===== src/rtl/uart_pkg.sv =====
// Shared definitions for the UART receive path: timeout FSM states, character
// lengths in 16x ticks and the bit layout of the frame configuration word.
package uart_pkg;

  typedef enum logic [1:0] {
    EMPTY   = 2'd0,
    WAIT    = 2'd1,
    TIMEOUT = 2'd2
  } to_state_e;

  // One character time in 16x ticks: start + 8 data + stop, plus parity.
  localparam int unsigned CHAR_TICKS_NOPAR = 160;
  localparam int unsigned CHAR_TICKS_PAR   = 176;

  localparam int unsigned CFG_MSB_FIRST = 0;
  localparam int unsigned CFG_PARITY_EN = 1;
  localparam int unsigned CFG_START_POL = 2;

  localparam int unsigned CNT_W = 10;

  function automatic logic [CNT_W-1:0] timeout_limit(input int unsigned chars,
                                                     input logic        parity_en);
    int unsigned ticks;
    ticks = chars * (parity_en ? CHAR_TICKS_PAR : CHAR_TICKS_NOPAR);
    return CNT_W'(ticks);
  endfunction

endpackage


===== src/rtl/uart_sync_fifo.sv =====
// Single-clock byte FIFO with synchronous flush; a push is accepted on a full
// FIFO only when a pop retires an entry in the same cycle.
module uart_sync_fifo #(
  parameter int DEPTH = 16,
  parameter int AW    = 4
) (
  input  logic          clk,
  input  logic          rst_n,
  input  logic          flush_i,
  input  logic          push_i,
  input  logic          pop_i,
  input  logic [7:0]    wdata_i,
  output logic [7:0]    head_o,
  output logic          full_o,
  output logic          empty_o,
  output logic          push_acc_o,
  output logic          pop_acc_o,
  output logic [AW:0]   level_o
);

  logic [7:0]    mem_q [DEPTH];
  logic [AW-1:0] wr_ptr_q, rd_ptr_q;
  logic [AW:0]   level_q;

  assign empty_o    = (level_q == '0);
  assign full_o     = (level_q == (AW+1)'(DEPTH));
  assign pop_acc_o  = pop_i & ~empty_o & ~flush_i;
  assign push_acc_o = push_i & ~flush_i & (~full_o | pop_acc_o);
  assign head_o     = mem_q[rd_ptr_q];
  assign level_o    = level_q;

  // NOTE: the storage array has no reset; only pointers and level need a known
  // value, and leaving it out keeps the array mappable to plain RAM.
  always_ff @(posedge clk) begin
    if (push_acc_o) mem_q[wr_ptr_q] <= wdata_i;
  end

  // NOTE: sequential state uses <= so every flop samples pre-edge values.
  always_ff @(posedge clk or negedge rst_n) begin
    if (!rst_n) begin
      wr_ptr_q <= '0;
      rd_ptr_q <= '0;
      level_q  <= '0;
    end else if (flush_i) begin
      wr_ptr_q <= '0;
      rd_ptr_q <= '0;
      level_q  <= '0;
    end else begin
      if (push_acc_o) wr_ptr_q <= wr_ptr_q + 1'b1;
      if (pop_acc_o)  rd_ptr_q <= rd_ptr_q + 1'b1;
      case ({push_acc_o, pop_acc_o})
        2'b10:   level_q <= level_q + 1'b1;
        2'b01:   level_q <= level_q - 1'b1;
        default: level_q <= level_q;
      endcase
    end
  end

endmodule


===== src/rtl/uart_rx_ctrl.sv =====
// Receive-side controller: byte FIFO, receiver frame config, character timeout
// FSM and combined interrupt. Build macro UART_RX_CTRL_STATS_EN adds counters.
module uart_rx_ctrl
  import uart_pkg::*;
#(
  parameter int DEPTH         = 16,
  parameter int AW            = 4,
  parameter int TIMEOUT_CHARS = 4
) (
  input  logic          clk,
  input  logic          rst_n,
  input  logic          en_16x_baud_i,
  input  logic          rx_strobe_i,
  input  logic [7:0]    rx_data_i,
  input  logic          cfg_wr_i,
  input  logic [2:0]    cfg_wdata_i,
  output logic          msb_first_o,
  output logic          parity_en_o,
  output logic          start_polarity_o,
  input  logic          rd_en_i,
  output logic [7:0]    rd_data_o,
  output logic          rd_valid_o,
  output logic [AW:0]   level_o,
  input  logic [AW:0]   thresh_i,
  input  logic          clr_ovr_i,
  output logic          overrun_o,
  output logic          timeout_o,
`ifdef UART_RX_CTRL_STATS_EN
  output logic [15:0]   stat_rx_cnt_o,
  output logic [15:0]   stat_drop_cnt_o,
`endif
  output logic          irq_o
);

  logic [2:0]       cfg_q;
  logic [7:0]       rd_data_q;
  logic             rd_valid_q, ovr_q, irq_q;
  to_state_e        state_q, state_d;
  logic [CNT_W-1:0] cnt_q, cnt_d, limit;
  logic [7:0]       head;
  logic             full, empty, push_acc, pop_acc, drop, last_pop;

  uart_sync_fifo #(.DEPTH(DEPTH), .AW(AW)) u_fifo (
    .clk        (clk),
    .rst_n      (rst_n),
    .flush_i    (cfg_wr_i),
    .push_i     (rx_strobe_i),
    .pop_i      (rd_en_i),
    .wdata_i    (rx_data_i),
    .head_o     (head),
    .full_o     (full),
    .empty_o    (empty),
    .push_acc_o (push_acc),
    .pop_acc_o  (pop_acc),
    .level_o    (level_o)
  );

  assign drop     = rx_strobe_i & ~cfg_wr_i & full & ~pop_acc;
  assign last_pop = pop_acc & ~push_acc & (level_o == (AW+1)'(1));
  assign limit    = timeout_limit(TIMEOUT_CHARS, cfg_q[CFG_PARITY_EN]);

  always_ff @(posedge clk or negedge rst_n) begin
    if (!rst_n) begin
      cfg_q      <= '0;
      rd_data_q  <= '0;
      rd_valid_q <= 1'b0;
      ovr_q      <= 1'b0;
      irq_q      <= 1'b0;
    end else begin
      if (cfg_wr_i) cfg_q <= cfg_wdata_i;
      if (pop_acc)  rd_data_q <= head;
      rd_valid_q <= pop_acc;
      ovr_q      <= (clr_ovr_i | cfg_wr_i) ? 1'b0 : (ovr_q | drop);
      irq_q      <= ((thresh_i != '0) && (level_o >= thresh_i)) | timeout_o | ovr_q;
    end
  end

  always_ff @(posedge clk or negedge rst_n) begin
    if (!rst_n) begin
      state_q <= EMPTY;
      cnt_q   <= '0;
    end else begin
      state_q <= state_d;
      cnt_q   <= cnt_d;
    end
  end

  // NOTE: defaults first so every path assigns state_d/cnt_d and no latch forms.
  always_comb begin
    state_d = state_q;
    cnt_d   = cnt_q;
    if (cfg_wr_i) begin
      state_d = EMPTY;
      cnt_d   = '0;
    end else begin
      case (state_q)
        EMPTY: begin
          cnt_d = '0;
          if (push_acc) state_d = WAIT;
        end
        WAIT: begin
          if (push_acc || pop_acc) begin
            cnt_d = '0;
            if (last_pop) state_d = EMPTY;
          end else if (en_16x_baud_i) begin
            if (cnt_q == limit - 1'b1) begin
              state_d = TIMEOUT;
              cnt_d   = '0;
            end else begin
              cnt_d = cnt_q + 1'b1;
            end
          end
        end
        TIMEOUT: begin
          if (push_acc || pop_acc) begin
            cnt_d   = '0;
            state_d = last_pop ? EMPTY : WAIT;
          end
        end
        default: begin
          state_d = EMPTY;
          cnt_d   = '0;
        end
      endcase
    end
  end

  always_comb begin
    timeout_o = (state_q == TIMEOUT);
  end

  assign msb_first_o      = cfg_q[CFG_MSB_FIRST];
  assign parity_en_o      = cfg_q[CFG_PARITY_EN];
  assign start_polarity_o = cfg_q[CFG_START_POL];
  assign rd_data_o        = rd_data_q;
  assign rd_valid_o       = rd_valid_q;
  assign overrun_o        = ovr_q;
  assign irq_o            = irq_q;

`ifdef UART_RX_CTRL_STATS_EN
  logic [15:0] rx_cnt_q, drop_cnt_q;

  always_ff @(posedge clk or negedge rst_n) begin
    if (!rst_n) begin
      rx_cnt_q   <= '0;
      drop_cnt_q <= '0;
    end else if (cfg_wr_i) begin
      rx_cnt_q   <= '0;
      drop_cnt_q <= '0;
    end else begin
      if (push_acc && rx_cnt_q != 16'hFFFF)   rx_cnt_q   <= rx_cnt_q + 1'b1;
      if (drop && drop_cnt_q != 16'hFFFF)     drop_cnt_q <= drop_cnt_q + 1'b1;
    end
  end

  assign stat_rx_cnt_o   = rx_cnt_q;
  assign stat_drop_cnt_o = drop_cnt_q;
`endif

endmodule


===== config.mk =====
export PLATFORM = sky130hd
export DESIGN_NAME = uart_rx_ctrl
export DESIGN_NICKNAME = d
export VERILOG_FILES = /design/src/rtl/uart_pkg.sv /design/src/rtl/uart_sync_fifo.sv /design/src/rtl/uart_rx_ctrl.sv
export SDC_FILE = /design/constraint.sdc
export NUM_CORES = 1
export LEC_CHECK = 0
export CAP_MARGIN = 15
export CORE_MARGIN = 4
export CORE_UTILIZATION = 35
export DETAILED_ROUTE_END_ITERATION = 12
export PLACE_DENSITY = 0.48
export SYNTH_ARGS = -nofsm -noshare
export SYNTH_HDL_FRONTEND = slang
export SYNTH_SLANG_ARGS = --single-unit

===== constraint.sdc =====
create_clock -name clk -period 2.7 [get_ports clk]
set_input_delay 0.27 -clock clk [delete_from_list [all_inputs] [get_ports clk]]
set_output_delay 0.27 -clock clk [all_outputs]
set_load 0.05 [all_outputs]

==> impl_results.md <==
- Ports: 43
- Via count of the routed design: 4072
- Fraction of layout cells with a size suffix above 1: 0.204
- Most frequently used cell type in the post-synthesis netlist: sky130_fd_sc_hd__edfxtp_1
- Area share of xor/xnor cells in the synthesized design: 0.00601
- Post-CTS setup buffer count: 0
- CP most frequent cell: sky130_fd_sc_hd__and3_1
- Number of enable-type register cells in the synthesized netlist: 128
- Switching power share of the total: 0.300
- Final hold slack: -0.0223 ns
- Final standard cell count with taps included and fillers excluded: roughly 800
- Part of the power in the clock network: 0.322
- Total congestion overflow after global routing: 0
- Number of routed nets with antenna violations: 0
- Post-detailed-route via-to-cell ratio: 5.06
- Worst Path Arrival: 2.48 ns
- Util after Layout: 0.427
- Pin count of the biggest net entering global routing: 40
- Leakage dissipation: 3.07 nW
- R2r setup slk: 0.29 ns
- Clock insertion delay at the later pin of the skew report: 0.42 ns
- Max clock buf depth: 2
- Post-synthesis async set-or-reset flop share: 0.234
- Area growth, synth to finish: 19.4%
- Yosys reg bits: 167
- Core Rows: 52
- Crit Path Class: reg -> reg
- Max frequency: 0.414 GHz
- Startpoint of the worst-slack reg-to-reg timing path: u_fifo.level_o[0]$_DFFE_PN0P_
- CP endpoint kind: flip-flop
- Number of library cell types mapped by synthesis: 60
- Count of max-cap constraint violations: 0
- Violations in the final reports: hold timing
- Most frequently used flop master after synthesis: sky130_fd_sc_hd__edfxtp_1
- Data required time of the worst path: 2.77 ns
- Post-cts gate resize count: 0
- Clock root buffer master: sky130_fd_sc_hd__clkbuf_16
- First-pass GRT wire length: ~25000 um
- Fraction of synthesized area in multiplexers: 0.132
- Total wire length after detailed routing: 15300 um
- GRT Total Usage: 0.137
- Floorplan die area: 23200 um2
- Combinational family with the most area after synthesis: multiplexers
- First drt pass iteration count: 4
- Largest cells by area after synthesis: sky130_fd_sc_hd__edfxtp_1 53%, sky130_fd_sc_hd__dfrtp_1 13%, sky130_fd_sc_hd__mux4_2 9.9%
- Critical Path Start: u_fifo.level_o[0]$_DFFE_PN0P_
- Count of final max-slew check failures: 0
- Worst vdd rail ir drop: 0.000346 V
- Die X: 152 um
- Met1 Wirelength: roughly 7300 um
- Synth Instances: 454
- Switching power: between 2 and 2.5 mW
- Core area: 20400 um2
- Worst Reg-to-Reg Cells: 7
- Die Y: 152 um
- Total Neg Setup Slack: 0 ns
- CP cell instances: inv_1 > ha_1 > nor3b_2 > and3_1 > nor4_2 > buf_4 > and3_1
- Top metal layer carrying routed signals: met4
- Synth Net Count: 492
- Ys Warns: 0
- Cell family with the largest share of critical-path delay: simple AND/OR/NAND/NOR gates
- Cell with the largest stage delay on the worst path: sky130_fd_sc_hd__dfrtp_1
- Area fraction of the dominant cell type after synthesis: 0.528
- Dominant cell type by area after synthesis: sky130_fd_sc_hd__edfxtp_1
- Min-Delay Path Class: in -> async
- Delay of the slowest critical-path stage: 0.46 ns
- Final setup violation count: 0
- Clk pin slew, worst setup/hold paths: 0.07 ns
- Share of synthesized cell area in full adder, half adder and majority cells: 0.0258
- Sequential cell area fraction in the yosys report: 0.662
- Cell Count Post-Placement: roughly 770
- Post-route clock period utilization: 0.894
- Clock tree from TritonCTS: yes
- Max Clock Skew: 0.0108 ns
- Total CTS buffers: 17
- Detail Placement HPWL: 10800 um
- Iter 0 DRT Violations: 308
- Result of the run: complete, but fails checks
- Int Power: just under 5 mW
- Reg2reg end: u_fifo.mem_q[0][2]$_DFFE_PP_
- Diodes inserted: 0
- Setup repair after global routing missed its margin: false
- Initial antenna violation count: 0
- Share of synthesized cell area in and, or, nand and nor gates: 0.0868
- Clock sink count: 167
- Vias in the first global route: 4194
- Wire length on met2: between 7000 and 8000 um
- Area of the mapped netlist: 7280 um2
- Fraction of power consumed by combinational cells: 0.251
- Total number of H-tree levels: 4
- Hold buffers post-CTS: 0
- Port buffer count: between 40 and 50
- Met3 routed WL: 696 um
- Biggest fanout along the worst timing path: 8
- Post-DR wirelength/cell: 19.0 um
- Share of power burned in registers: 0.427
- Worst path bufs/invs: 2
- Time the worst path needs with I/O delays and setup: 2.41 ns
- Tightest Pin Transition: 0.926 ns
- Slew Limit Headroom: 0.383
- Fraction of the mapped netlist area in compound gates: 0.0639
- Power Dens Cells: 813 nW/um2
- Critical Path Start Type: flip-flop
- Fillcell total: 1806
- Number of nets in the finished design: 560
- Starting utilization of the core area: 0.358
- Syn avg cell area: 16.0 um2
- Drt drc: 0
- Number of hold-slack violations in the final timing report: 19
- Global placement routability congestion: a little under 0.8
- List of most frequent post-synthesis cells: 128 x sky130_fd_sc_hd__edfxtp_1, 39 x sky130_fd_sc_hd__dfrtp_1, 32 x sky130_fd_sc_hd__mux4_2
## cells in the final DEF, fill, tap and decap left out, drive strengths merged, types with 9 or more instances in the layout
cell type / count
edfxtp: 128
nor3: 15
nand3: 13
a21o: 10
o21ai: 16
buf: 27
mux4: 32
inv: 21
and3: 9
ha: 15
dfrtp: 39
clkdlybuf4s50: 41
clkbuf: 18
nor2: 19
nand2: 17
mux2i: 18
a21oi: 10
## per-stage QoR
stage	total power [mW]	hold WS [ns]	setup slack (ns)	instance area, um2
final	7.06	-0.0223	0.286	8690
after CTS	7.16	0.00373	0.268	8690
after global routing	7.41	0.0550	0.0417	8690
after detailed placement	4.88	0.465	0.247	8140
after floorplan	4.34	-0.0256	-0.0594	7290
after global placement	4.88	0.461	0.269	8140
## worst max path at each step
stage                     cells past startpoint                            to  slack (ns)
after CTS                                     7  u_fifo.mem_q[0][2]$_DFFE_PP_        0.27
after global routing                          8  u_fifo.mem_q[7][3]$_DFFE_PP_        0.04
after global placement                        7          cnt_q[6]$_DFFE_PN0P_        0.27
final                                         7  u_fifo.mem_q[0][2]$_DFFE_PP_        0.29
after floorplan                               6  u_fifo.mem_q[4][0]$_DFFE_PP_       -0.06
after detailed placement                      7          cnt_q[4]$_DFFE_PN0P_        0.25
## logic make-up (layout without fill, tap and decap cells)
logic type	count (synthesis)	count (layout)
flip-flops	167	167
AND/OR/NAND/NOR	109	109
AO/OA/AOI/OAI	67	67
multiplexers	55	55
buffers and inverters	36	116
adder cells (fa/ha/maj)	15	15
XOR/XNOR	5	5
## state kept, by name, summed over array words and instances, names as in the netlist
signal,cells
state_q,2
irq_o,1
u_fifo.wr_ptr_q,4
overrun_o,1
rd_data_o,8
cnt_q,10
u_fifo.level_o,5
cfg_q,3
rd_valid_o,1
u_fifo.mem_q,128
u_fifo.rd_ptr_q,4
## routing by layer
| metal | GRT usage | vias up |
|---|---|---|
| li1 | - | 1925 |
| met1 | 0.198 | 2049 |
| met2 | 0.206 | 82 |
| met3 | 0.0312 | 16 |
| met4 | 0.0449 | 0 |
| met5 | 0 | - |
## power by group through the flow
stage / logic, mW / registers, mW / clock network, mW
5_1_grt: 1.91 / 3.04 / 2.46
2_1_floorplan: 1.01 / 3.33 / 0
3_5_place_dp: 1.80 / 3.07 / 0
3_3_place_gp: 1.81 / 3.07 / 0
4_1_cts: 1.81 / 3.02 / 2.33
6_report: 1.77 / 3.02 / 2.27
## final cells by class
type	count	area, um2	share of cell area
inverter	17	66.3	0.00763
timing repair buffer	68	623	0.0717
sequential	167	4820	0.555
multi-input combinational	251	2290	0.264
tap	270	338	0.0389
clock inverter	13	121	0.0140
clock buffer	18	429	0.0494
No activity file was read; power rests on OpenSTA's default activity.
